==> src/rtl/sync_fifo_pkg.sv <==
// rtl/sync_fifo_pkg.sv - shared helpers for sync_fifo: pointer wrap and width calculations
package sync_fifo_pkg;

   // Width of a read/write pointer for a given depth
   function automatic int ptr_width(input int depth);
      return (depth > 1) ? $clog2(depth) : 1;
   endfunction

   // Width of the occupancy count, which must be able to hold the value depth itself
   function automatic int cnt_width(input int depth);
      return $clog2(depth + 1);
   endfunction

   // Pointer increment that wraps depth-1 -> 0 (depth need not be a power of two)
   function automatic int ptr_inc(input int ptr, input int depth);
      return (ptr == depth - 1) ? 0 : ptr + 1;
   endfunction

endpackage

==> src/rtl/sync_fifo_mem.sv <==
// rtl/sync_fifo_mem.sv - DEPTH x DATA_W storage, synchronous write, asynchronous read
module sync_fifo_mem
   import sync_fifo_pkg::*;
#(
   parameter int DEPTH  = 8,
   parameter int DATA_W = 8,
   localparam int PTR_W = ptr_width(DEPTH)
) (
   input  logic              clk,
   input  logic              we,
   input  logic [PTR_W-1:0]  w_addr,
   input  logic [DATA_W-1:0] w_data,
   input  logic [PTR_W-1:0]  r_addr,
   output logic [DATA_W-1:0] r_data
);

   // Storage is deliberately not reset; only pointers decide what is valid
   logic [DATA_W-1:0] mem [DEPTH];

   // Write port: store the word at the write address on the rising edge
   always_ff @(posedge clk) begin
      if (we) begin
         mem[w_addr] <= w_data;
      end
   end

   // Read port is combinational so the head word falls through immediately
   assign r_data = mem[r_addr];

endmodule

==> src/rtl/sync_fifo.sv <==
// rtl/sync_fifo.sv - single-clock FWFT FIFO; optional checks under SYNC_FIFO_ERR_CHECK_EN
module sync_fifo
   import sync_fifo_pkg::*;
#(
   parameter int DEPTH  = 8,
   parameter int DATA_W = 8,
   localparam int PTR_W = ptr_width(DEPTH),
   localparam int CNT_W = cnt_width(DEPTH)
) (
   input  logic              clk,
   input  logic              nrst,
   input  logic              w_req,
   input  logic [DATA_W-1:0] w_data,
   input  logic              r_req,
   output logic [DATA_W-1:0] r_data,
   output logic [CNT_W-1:0]  cnt,
   output logic              empty,
   output logic              full
);

   logic [PTR_W-1:0] wr_ptr;
   logic [PTR_W-1:0] rd_ptr;
   logic [CNT_W-1:0] cnt_nxt;
   logic             wr_ok;
   logic             rd_ok;

   // A write into a full FIFO is only safe when the head leaves in the same cycle
   assign wr_ok = w_req & (~full | r_req);
   assign rd_ok = r_req & ~empty;

   sync_fifo_mem #(
      .DEPTH  (DEPTH),
      .DATA_W (DATA_W)
   ) u_mem (
      .clk    (clk),
      .we     (wr_ok),
      .w_addr (wr_ptr),
      .w_data (w_data),
      .r_addr (rd_ptr),
      .r_data (r_data)
   );

   // Next occupancy: +1 on write only, -1 on read only, unchanged otherwise
   always_comb begin
      cnt_nxt = cnt;
      case ({wr_ok, rd_ok})
         2'b10:   cnt_nxt = cnt + CNT_W'(1);
         2'b01:   cnt_nxt = cnt - CNT_W'(1);
         default: cnt_nxt = cnt;
      endcase
   end

   // Pointers, count and flags; flags are registered from the next count
   always_ff @(posedge clk or negedge nrst) begin
      if (!nrst) begin
         wr_ptr <= '0;
         rd_ptr <= '0;
         cnt    <= '0;
         empty  <= 1'b1;
         full   <= 1'b0;
      end else begin
         if (wr_ok) begin
            wr_ptr <= PTR_W'(ptr_inc(int'(wr_ptr), DEPTH));
         end
         if (rd_ok) begin
            rd_ptr <= PTR_W'(ptr_inc(int'(rd_ptr), DEPTH));
         end
         cnt   <= cnt_nxt;
         empty <= (cnt_nxt == '0);
         full  <= (cnt_nxt == CNT_W'(DEPTH));
      end
   end

`ifdef SYNC_FIFO_ERR_CHECK_EN
   // Flag requests that the FIFO has to ignore
   always @(posedge clk) begin
      if (nrst) begin
         if (w_req & full & ~r_req) begin
            $error("sync_fifo overflow: write dropped while full");
         end
         if (r_req & empty) begin
            $error("sync_fifo underflow: read ignored while empty");
         end
      end
   end

   // Occupancy can never exceed the storage size
   cnt_bound_a : assert property (@(posedge clk) disable iff (!nrst) cnt <= CNT_W'(DEPTH))
      else $error("sync_fifo count above depth");
`else
   // No simulation checks in this build; dropped requests are silently ignored
`endif

endmodule

==> config.mk <==
export PLATFORM = sky130hd
export DESIGN_NAME = sync_fifo
export DESIGN_NICKNAME = d
export VERILOG_FILES = /design/src/rtl/sync_fifo_pkg.sv /design/src/rtl/sync_fifo_mem.sv /design/src/rtl/sync_fifo.sv
export SDC_FILE = /design/constraint.sdc
export NUM_CORES = 1
export LEC_CHECK = 0
export ABC_AREA = 0
export CAP_MARGIN = 20
export CORE_MARGIN = 4
export CORE_UTILIZATION = 30
export CTS_BUF_LIST = sky130_fd_sc_hd__clkbuf_4 sky130_fd_sc_hd__clkbuf_8
export DETAILED_ROUTE_END_ITERATION = 8
export PLACE_DENSITY = 0.49
export SLEW_MARGIN = 25
export SYNTH_ARGS = -nofsm -noshare
export SYNTH_HDL_FRONTEND = slang
export SYNTH_HIERARCHICAL = 1
export SYNTH_SLANG_ARGS = --single-unit
==> constraint.sdc <==
create_clock -name clk -period 1.8 [get_ports clk]
set_input_delay 0.45 -clock clk [delete_from_list [all_inputs] [get_ports clk]]
set_output_delay 0.45 -clock clk [all_outputs]
set_load 0.05 [all_outputs]
==> results of run 1 <==
worst max-delay path: stages, from the launching register on:
cell and delay [ns]:
dfrtp_2 0.41, buf_12 0.15, mux4_1 0.54, mux2_4 0.30
buf_6 0.16
kinds of logic (layout without fill, tap and decap cells):
family	Yosys count	count (layout)	synth area share, %
flip-flops	76	76	69.3
AND/OR/NAND/NOR	34	34	6.12
multiplexers	28	28	17.2
AO/OA/AOI/OAI	9	9	1.79
buffers and inverters	8	81	1.95
adder cells (fa/ha/maj)	6	6	2.34
XOR/XNOR	4	4	1.33
synthesized netlist by cell type:
cell | count | share of area (%)
a21o_1 | 2 | 0.47
a21oi_1 | 3 | 0.47
a21oi_2 | 1 | 0.27
buf_1 | 1 | 0.12
buf_12 | 1 | 0.62
buf_2 | 1 | 0.16
buf_6 | 2 | 0.70
clkbuf_1 | 1 | 0.12
dfrtp_1 | 11 | 8.6
dfstp_2 | 1 | 0.82
edfxtp_1 | 64 | 60
ha_1 | 6 | 2.3
inv_1 | 2 | 0.23
mux2_2 | 12 | 4.2
mux4_1 | 15 | 12
mux4_2 | 1 | 0.70
nand2_1 | 7 | 0.82
nand2b_1 | 5 | 0.97
nand4b_1 | 1 | 0.27
nor2_1 | 10 | 1.2
nor2b_1 | 3 | 0.58
nor2b_2 | 1 | 0.27
nor3_1 | 3 | 0.47
nor3b_4 | 1 | 0.58
nor4b_1 | 1 | 0.27
nor4b_2 | 1 | 0.47
o21ai_0 | 1 | 0.16
o21ai_1 | 1 | 0.16
o31a_1 | 1 | 0.27
or4_1 | 1 | 0.23
xor2_1 | 3 | 0.82
xor2_2 | 1 | 0.51
registers in the layout, summed over array words and instances (netlist names):
register / flops
cnt: 4
empty: 1
wr_ptr: 3
rd_ptr: 3
u_mem/mem: 64
full: 1
power by group:
group          leakage [nW]  switching (mW)  internal (mW)
Sequential            0.722           0.208           2.28
Combinational         0.722            1.91           1.89
Clock                0.0864           0.612          0.492
Total                  1.53            2.73           4.66
area by class of cell:
cell class / count / area (um2)
clock buffer: 9 / 124
clock inverter: 7 / 43.8
fill: 964 / 6210
inverter: 2 / 7.51
multi-input combinational: 81 / 963
sequential: 76 / 2230
tap: 136 / 170
timing repair buffer: 63 / 619
final timing paths:
path                       startpoint         to  slack, ns  cells after the start
max reg2reg                     empty       full      -0.22                      6
min in group clk            wr_ptr[2]  wr_ptr[2]       0.54                      2
min reg2reg                 wr_ptr[2]  wr_ptr[2]       0.54                      2
max in group asynchronous        nrst      empty       1.16                      2
max                         rd_ptr[0]  r_data[1]      -0.56                      4
min                              nrst     cnt[3]       0.41                      2
per-layer routing:
layer	up-vias	share of wire, %	routed length [um]
met2	27	49	2990
met1	844	46	2820
met5	-	0	0
li1	789	-	-
met3	7	3.0	184
met4	0	1.4	87
what timing repair did:
item                                    in CTS  in global routing
resized for setup                           17                  4
endpoints found under the setup margin      19                 13
setup buffers                                3                  0
pin swaps                                    4                  2
cloned                                       1                  0
==> metrics.csv, run 1 <==
stage,metric,value,unit
status,run status,"complete, but fails checks",
status,failing checks,negative setup slack,
clocking,cts hold-fix bufs,0,
sta,Tcrit/Tclk final,131,%
cells_and_area,share of cells above drive strength 1,45.4,%
floorplanning,Die Span X,111,um
sta,Hold Slack,0.411,ns
floorplanning,total I/O pin count,26,
sta,final setup fails,10,
critical_path,WS Path Type,flip-flop to primary output,
routing,WL/cell,16.2,um
clocking,Sink Count,76,
placement,RD Place Congestion,0.724,
power,Lkg Pwr,1.53,nW
sta,Final Max Tran Viols,0,
grt,met2 usage,16.3,%
power,PwrDens,1780,nW/um2
sta,Fmax,0.424,GHz
cells_and_area,Final #Nets,251,
floorplanning,num rows,37,
synth,Synth cell types,32,
grt,met3 Use GR,2.23,%
cells_and_area,Final Core Density,40.1,%
clocking,CTS Buf Count,9,
clocking,Root Driver,clkbuf_8,
placement,dpl cell area,3900,um2
sta,setup_tns,-4.60,ns
flow_run,Max Cap Viol,0,
sta,unrepaired setup endpoints after global routing,yes,
routing,initial DRC count,76,
synth,Cells after Synth,165,
floorplanning,initial core utilization,30.9,%
clocking,clock-pin slew on the worst setup and hold paths,0.08,ns
routing,Final ANT Viol Nets,0,
sta,Setup Skew,0.0102,ns
critical_path,crit end category,primary output,
worst_hold_path,Worst Hold Class,input port to asynchronous set/reset pin,
routing,drt via density,4.46,
cells_and_area,Area growth syn-to-layout,29.6,%
routing,Total Wirelength,6080,um
floorplanning,Die Y,111,um
placement,Placed Cells,355,
sta,worst setup margin,-0.558,ns
power,total power draw,7.39,mW
critical_path,CP Launch Type,flip-flop,
clocking,maximum root-to-sink buffer count,2,
sta,Final Hold Viols,0,
cells_and_area,most frequent cells in the layout,"edfxtp_1 (64), buf_4 (37), mux4_2 (13)",
synth,Synth warnings,6,
grt,GRT met1 Usage,14.1,%
cells_and_area,most common library cell in the layout ignoring fill and taps,edfxtp_1,
clocking,H-Tree Depth,3,
grt,vias in the first global route,1742,
critical_path,crit-path max FO,9,
cells_and_area,n_diodes,0,
grt,largest net degree at the start of global routing,14,
cells_and_area,Non-Filler Instances,374,
power,VDD IR max,0.744,mV
grt,total grt overflow,0,
grt,most used routing layer,met2,
sta,Slew @ Worst Pin,0.300,ns
synth,"Net Count, Synth",183,
cells_and_area,fin area,4160,um2
placement,DPL Wire Length,4040,um
synth,syn_area_per_cell,19.5,um2
synth,Yosys reg bits,76,
critical_path,worst path required time,1.35,ns
synth,sequential area share after synthesis,69.3,%
grt,first-pass GRT wire length,9650,um
grt,Global Route Usage Sum,10.5,%
placement,IO buf count,25,
clocking,Clock Latency Late Sink,0.34,ns
critical_path,Critical Path AT,1.91,ns
sta,Max-Slew Margin vs Limit,79.9,%
routing,drt pass-1 iters,4,
sta,crit path time final,2.36,ns
floorplanning,Die Area,12400,um2
placement,dpl ws,-0.682,ns
clocking,CTS tree,yes,
synth,synthesized cell area,3210,um2
routing,Residual DRC,0,
grt,antenna violations before repair,0,
routing,via count,1667,
floorplanning,core area,10400,um2
No activity file was read; power rests on OpenSTA's default activity.
==> run 2, diff against run 1 <==
Settings changed: CTS_BUF_LIST sky130_fd_sc_hd__clkbuf_4 sky130_fd_sc_hd__clkbuf_8 to sky130_fd_sc_hd__clkbuf_2 sky130_fd_sc_hd__clkbuf_4 sky130_fd_sc_hd__clkbuf_8, PLACE_DENSITY 0.49 to 0.54, SLEW_MARGIN 25 to 30.
==> run 2 against run 1 <==
Compared with the run above: the flow still finishes with violations (negative setup slack); clock skew down 0.0042 ns; sequential share of layout area down 0.50 points; sequential cell count unchanged; critical path depth unchanged; hold slack worse by 0.0095 ns; count of clock-buffer cells in the layout unchanged; core utilization up 0.37 points; design area up 0.93%; combinational power up 1%; largest cell class unchanged; largest power group unchanged.
==> metrics.csv, run 2 (synthesis gave the netlist of run 1 again) <==
stage,metric,value,unit
cells_and_area,largest register by flop count,u_mem/mem,
sta,worst setup margin,-0.533,ns
critical_path,crit path launch,rd_ptr[0],
placement,RD Place Congestion,0.692,
sta,Setup Skew,0.00608,ns
sta,crit path time final,2.33,ns
floorplanning,Die Span X,111,um
cells_and_area,Area growth syn-to-layout,30.8,%
placement,IO buf count,25,
status,failing checks,negative setup slack,
critical_path,R2R Setup Slk,-0.16,ns
critical_path,Max stage delay on crit path,0.51,ns
grt,antenna violations before repair,0,
routing,drt pass-1 iters,4,
sta,unrepaired setup endpoints after global routing,yes,
worst_hold_path,Worst Hold Class,input port to asynchronous set/reset pin,
critical_path,CP Launch Type,flip-flop,
critical_path,WS Path Type,flip-flop to primary output,
grt,total grt overflow,0,
power,Lkg Pwr,1.54,nW
clocking,CTS Buf Count,9,
routing,WL/cell,16.4,um
floorplanning,num rows,37,
critical_path,crit-path max FO,7,
floorplanning,total I/O pin count,26,
flow_run,Max Cap Viol,0,
sta,Hold Slack,0.401,ns
routing,via count,1692,
placement,dpl ws,-0.662,ns
critical_path,Worst R2R Start,empty,
cells_and_area,Fill cells,982,
floorplanning,initial core utilization,30.9,%
clocking,cts hold-fix bufs,0,
routing,Total Wirelength,6150,um
cells_and_area,Final Core Density,40.5,%
clocking,maximum root-to-sink buffer count,2,
clocking,H-Tree Depth,3,
sta,Final Max Tran Viols,0,
sta,final setup fails,11,
cells_and_area,most frequent cells in the layout,"edfxtp_1 (64), buf_4 (36), mux4_2 (16)",
clocking,Clock Latency Late Sink,0.34,ns
grt,Global Route Usage Sum,10.6,%
sta,Max-Slew Margin vs Limit,75.4,%
critical_path,slowest CP cell,mux4_2,
sta,Slew @ Worst Pin,0.369,ns
status,run status,"complete, but fails checks",
floorplanning,Die Area,12400,um2
cells_and_area,n_diodes,0,
critical_path,CP endpoint,r_data[0],
grt,vias in the first global route,1774,
floorplanning,core area,10400,um2
grt,first-pass GRT wire length,9890,um
routing,Final ANT Viol Nets,0,
placement,dpl cell area,3910,um2
cells_and_area,Final #Nets,253,
power,VDD IR max,1.09,mV
critical_path,crit end category,primary output,
sta,Final Hold Viols,0,
floorplanning,Die Y,111,um
routing,drt via density,4.51,
cells_and_area,most common library cell in the layout ignoring fill and taps,edfxtp_1,
critical_path,Critical Path AT,1.88,ns
clocking,clock-pin slew on the worst setup and hold paths,0.07,ns
clocking,CTS tree,yes,
clocking,Root Driver,clkbuf_8,
critical_path,crit-path cells,buf_12 > mux4_2 > mux2_4 > buf_6,
grt,largest net degree at the start of global routing,14,
clocking,Sink Count,76,
critical_path,worst reg2reg path endpoint,full,
critical_path,r2r worst-path depth,8,
power,PwrDens,1810,nW/um2
critical_path,worst path required time,1.35,ns
cells_and_area,max FFs per register,64,
routing,initial DRC count,63,
cells_and_area,Largest regs,"u_mem/mem (64), cnt (4)",
cells_and_area,share of cells above drive strength 1,47.7,%
cells_and_area,fin area,4200,um2
sta,Tcrit/Tclk final,130,%
sta,Fmax,0.429,GHz
placement,DPL Wire Length,4210,um
routing,Residual DRC,0,
## run 2: changes by cell type in the layout (fill, tap and decap cells not counted), sizes merged
cell    previous run  this run
clkinv             6         3
inv                2         3
buf               52        54
bufinv             0         1
## run 2: power breakdown
| part | leakage [nW] | internal, mW | switching (mW) |
|---|---|---|---|
| Combinational | 0.722 | 1.93 | 1.92 |
| Sequential | 0.722 | 2.28 | 0.235 |
| Clock | 0.0955 | 0.634 | 0.610 |
## run 2: metal layers
metal | up-vias | share of wire (%) | global-route usage, %
met4 | 0 | 0.52 | 2.19
met2 | 40 | 49 | 16.7
met3 | 4 | 4.4 | 4.51
li1 | 785 | - | -
met5 | - | 0 | 0
met1 | 863 | 46 | 13.8
## run 2: layout make-up
type	instances	area (um2)	share of cell area, %
clock buffer	9	124	2.95
clock inverter	6	65.1	1.55
inverter	2	7.51	0.179
multi-input combinational	81	951	22.7
sequential	76	2230	53.1
tap	136	170	4.05
timing repair buffer	65	649	15.5
## run 2: how the worst min path moves through the flow
| stage | startpoint | cells past startpoint | end |
|---|---|---|---|
| 2_1_floorplan | nrst | 0 | cnt[0] |
| 3_3_place_gp | wr_ptr[2] | 2 | wr_ptr[2] |
| 3_5_place_dp | wr_ptr[2] | 2 | wr_ptr[2] |
| 4_1_cts | nrst | 2 | rd_ptr[1] |
| 5_1_grt | nrst | 2 | rd_ptr[1] |
| 6_report | nrst | 2 | wr_ptr[0] |
## run 2: metrics by stage
stage,TNS [ns],power (mW),cells
6_report,-4.49,7.61,375
5_1_grt,-5.41,8.06,375
4_1_cts,-5.27,7.73,374
3_5_place_dp,-29.11,6.09,356
3_3_place_gp,-27.60,6.07,356
2_1_floorplan,-1.56,4.85,165
## run 2: what timing repair did
action | in CTS | in global routing
gates resized for setup | 20 | 8
cloned | 1 | 0
setup buffers | 2 | 2
endpoints found under the setup margin | 38 | 12
pin swaps | 7 | 6
## run 2: worst max-delay path: cells and delay by family (launching register included)
| kind | cells | cell delay, ns |
|---|---|---|
| flops | 1 | 0.44 |
| mux | 2 | 0.80 |
| buf+inv | 2 | 0.30 |
==> run 3, diff against run 2 <==
Settings changed: GPL_TIMING_DRIVEN set to 0, HOLD_SLACK_MARGIN set to 0.06, SYNTH_HIERARCHICAL 1 to not set.
==> run 3 against run 2 <==
Compared with the run above: the flow still finishes with violations (negative setup slack); count of clock-buffer cells in the layout is the same; sequential cell count is the same; core utilization fell by 0.18 points; hold slack gained 0.070 ns; setup slack lost 0.057 ns; first-iteration DRC count up 40%; sequential power about the same; total power is 4.2% lower; critical path depth is 1 higher; wire length grew 0.44%; highest routed layer unchanged.
==> metrics.csv, run 3 <==
stage,metric,value,unit
status,run status,"complete, but fails checks",
status,failing checks,negative setup slack,
critical_path,CP Buf/Inv Count,3,
floorplanning,core area,10300,um2
synth,"Net Count, Synth",188,
cells_and_area,area of the multi-input gates,1020,um2
grt,vias in the first global route,1719,
critical_path,Worst R2R Start,empty,
sta,Final Max Tran Viols,0,
critical_path,crit-path max FO,5,
sta,crit path time final,2.39,ns
critical_path,CP Launch Type,flip-flop,
grt,Global Route Usage Sum,10.6,%
placement,IO buf count,25,
floorplanning,Die Y,110,um
synth,largest family of logic cells by synthesized area,multiplexers,
synth,most common library cells after synthesis,"edfxtp_1 (64), mux4_2 (16), nand2_1 (12), dfrtp_1 (11), mux2_2 (9)",
sta,Slew @ Worst Pin,0.836,ns
flow_run,Max Cap Viol,0,
placement,RD Place Congestion,0.707,
grt,total grt overflow,0,
cells_and_area,Final Core Density,40.3,%
routing,initial DRC count,88,
routing,Residual DRC,0,
sta,unrepaired setup endpoints after global routing,yes,
critical_path,slowest CP cell,mux4_2,
routing,Total Wirelength,6180,um
critical_path,Max stage delay on crit path,0.49,ns
critical_path,worst path required time,1.35,ns
routing,via count,1631,
routing,drt pass-1 iters,4,
synth,Cells after Synth,170,
clocking,Root Driver,clkbuf_8,
synth,post-synthesis compound-gate area fraction,2.19,%
critical_path,crit end category,primary output,
worst_hold_path,Worst Hold Class,input port to asynchronous set/reset pin,
floorplanning,initial core utilization,30.6,%
synth,Post-Synth XOR/XNOR Area,1.35,%
power,Lkg Pwr,1.44,nW
clocking,CTS tree,yes,
sta,Setup Skew,0.0109,ns
power,VDD IR max,0.632,mV
cells_and_area,Register Area,2230,um2
critical_path,r2r worst-path depth,8,
cells_and_area,Fill cells,944,
sta,final setup fails,10,
floorplanning,Die Area,12200,um2
critical_path,"most used cell, CP",buf_12,
synth,post-synthesis adder-cell area fraction,2.38,%
clocking,CTS Buf Count,9,
floorplanning,num rows,37,
critical_path,R2R Setup Slk,-0.14,ns
cells_and_area,largest register by flop count,u_mem.mem,
synth,Post-synth EDFFs,64,
clocking,cts hold-fix bufs,0,
cells_and_area,Non-Filler Instances,360,
sta,Max-Slew Margin vs Limit,44.2,%
critical_path,WS Path Type,flip-flop to primary output,
routing,drt via density,4.53,
critical_path,worst reg2reg path endpoint,full,
sta,Fmax,0.418,GHz
synth,syn_area_per_cell,18.5,um2
grt,largest net degree at the start of global routing,15,
floorplanning,Die Span X,110,um
clocking,Sink Count,76,
clocking,maximum root-to-sink buffer count,2,
synth,mux contribution to synthesized area,14.7,%
clocking,H-Tree Depth,3,
cells_and_area,n_diodes,0,
cells_and_area,max FFs per register,64,
synth,sequential area share after synthesis,70.6,%
cells_and_area,most common library cell in the layout ignoring fill and taps,edfxtp_1,
critical_path,Critical Path AT,1.94,ns
cells_and_area,Final #Nets,237,
synth,fraction of registers with async set/reset,15.8,%
cells_and_area,share of cells above drive strength 1,42.4,%
placement,Placed Cells,331,
cells_and_area,Area growth syn-to-layout,31.5,%
synth,Synth cell types,29,
synth,most frequent cell after synthesis,edfxtp_1,
critical_path,CP top delay family,multiplexers,
synth,Simple-Gate Fraction of Synth Area,6.87,%
synth,Yosys top cell area share,61.0,%
clocking,clock-pin slew on the worst setup and hold paths,0.08,ns
synth,Synth warnings,0,
synth,Yosys reg bits,76,
synth,synthesized cell area,3150,um2
floorplanning,total I/O pin count,26,
placement,DPL Wire Length,3710,um
cells_and_area,Largest regs,"u_mem.mem (64), cnt (4)",
grt,first-pass GRT wire length,9690,um
sta,Final Hold Viols,0,
routing,WL/cell,17.2,um
power,PwrDens,1760,nW/um2
sta,Tcrit/Tclk final,133,%
synth,post-synth top area cell,edfxtp_1,
routing,Final ANT Viol Nets,0,
synth,Main synth FF type,edfxtp_1,
grt,antenna violations before repair,0,
critical_path,crit-path cells,buf_12 > buf_12 > mux4_2 > mux2_4 > buf_6,
cells_and_area,most frequent cells in the layout,"edfxtp_1 (64), mux4_2 (16), nand2_1 (12)",
sta,worst setup margin,-0.590,ns
clocking,Clock Latency Late Sink,0.34,ns
synth,largest cells by area after synthesis,"edfxtp_1 (61%), mux4_2 (11%), dfrtp_1 (8.7%), mux2_2 (3.2%), ha_1 (2.4%)",
[run 3: layout make-up]
cell class,count,area share [%]
repair buffers,38,10.7
inverters,3,0.332
clock buffers,9,2.99
clock inverters,7,1.24
multi-input cells,84,24.7
plain buffers,7,2.18
flip-flops and latches,76,53.8
well taps,136,4.11
[run 3: worst max-delay path by stage]
stage	startpoint	end	slack, ns	cells after the start
final	rd_ptr[0]	r_data[3]	-0.59	5
after CTS	rd_ptr[0]	r_data[5]	-0.63	5
after detailed placement	rd_ptr[1]	r_data[3]	-0.96	5
after global routing	rd_ptr[0]	r_data[3]	-0.67	5
after floorplan	empty	full	-0.29	8
after global placement	rd_ptr[1]	r_data[3]	-0.98	5
[run 3: cell families after synthesis]
group                    count (synthesis)
AND/OR/NAND/NOR                         39
XOR/XNOR                                 4
adder cells (fa/ha/maj)                  6
AO/OA/AOI/OAI                           10
buffers and inverters                   10
flip-flops                              76
multiplexers                            25
[run 3: worst reg2reg max path, cell delays in order (launching register included)]
cell and delay (ns):
dfstp_2 0.58, nand2b_4 0.16, inv_4 0.05, ha_4 0.17, a21oi_2 0.17, xor2_2 0.11, or4_1 0.41, o31a_1 0.14
nor2b_2 0.11
[run 3: through the flow]
step	hold slack [ns]	area (um2)	TNS, ns	power, mW	setup slack, ns
floorplan	0.154	3240	-1.83	4.81	-0.290
CTS	0.476	4080	-6.59	7.27	-0.626
global route	0.478	4140	-5.84	7.72	-0.671
finish	0.471	4140	-4.90	7.29	-0.590
detailed placement	0.530	3670	-51.98	5.67	-0.963
global placement	0.513	3660	-55.13	5.63	-0.976
[run 3: layer usage]
metal  routed length [um]  vias to the layer above  track usage (%)
li1                     -                      771                -
met1                 2700                      822             13.7
met2                 3160                       30             16.9
met3                  217                        8             2.96
met4                  102                        0             4.43
met5                    0                        -                0
[run 3: where the power goes]
group	internal (mW)	switching, mW
logic	1.71	1.89
registers	2.27	0.266
clock network	0.504	0.650
[run 3: what timing repair did]
item,CTS,global route
setup buffers,9,3
endpoints found under the setup margin,83,35
gates resized for setup,88,9
cloned,1,0
pin swaps,3,6
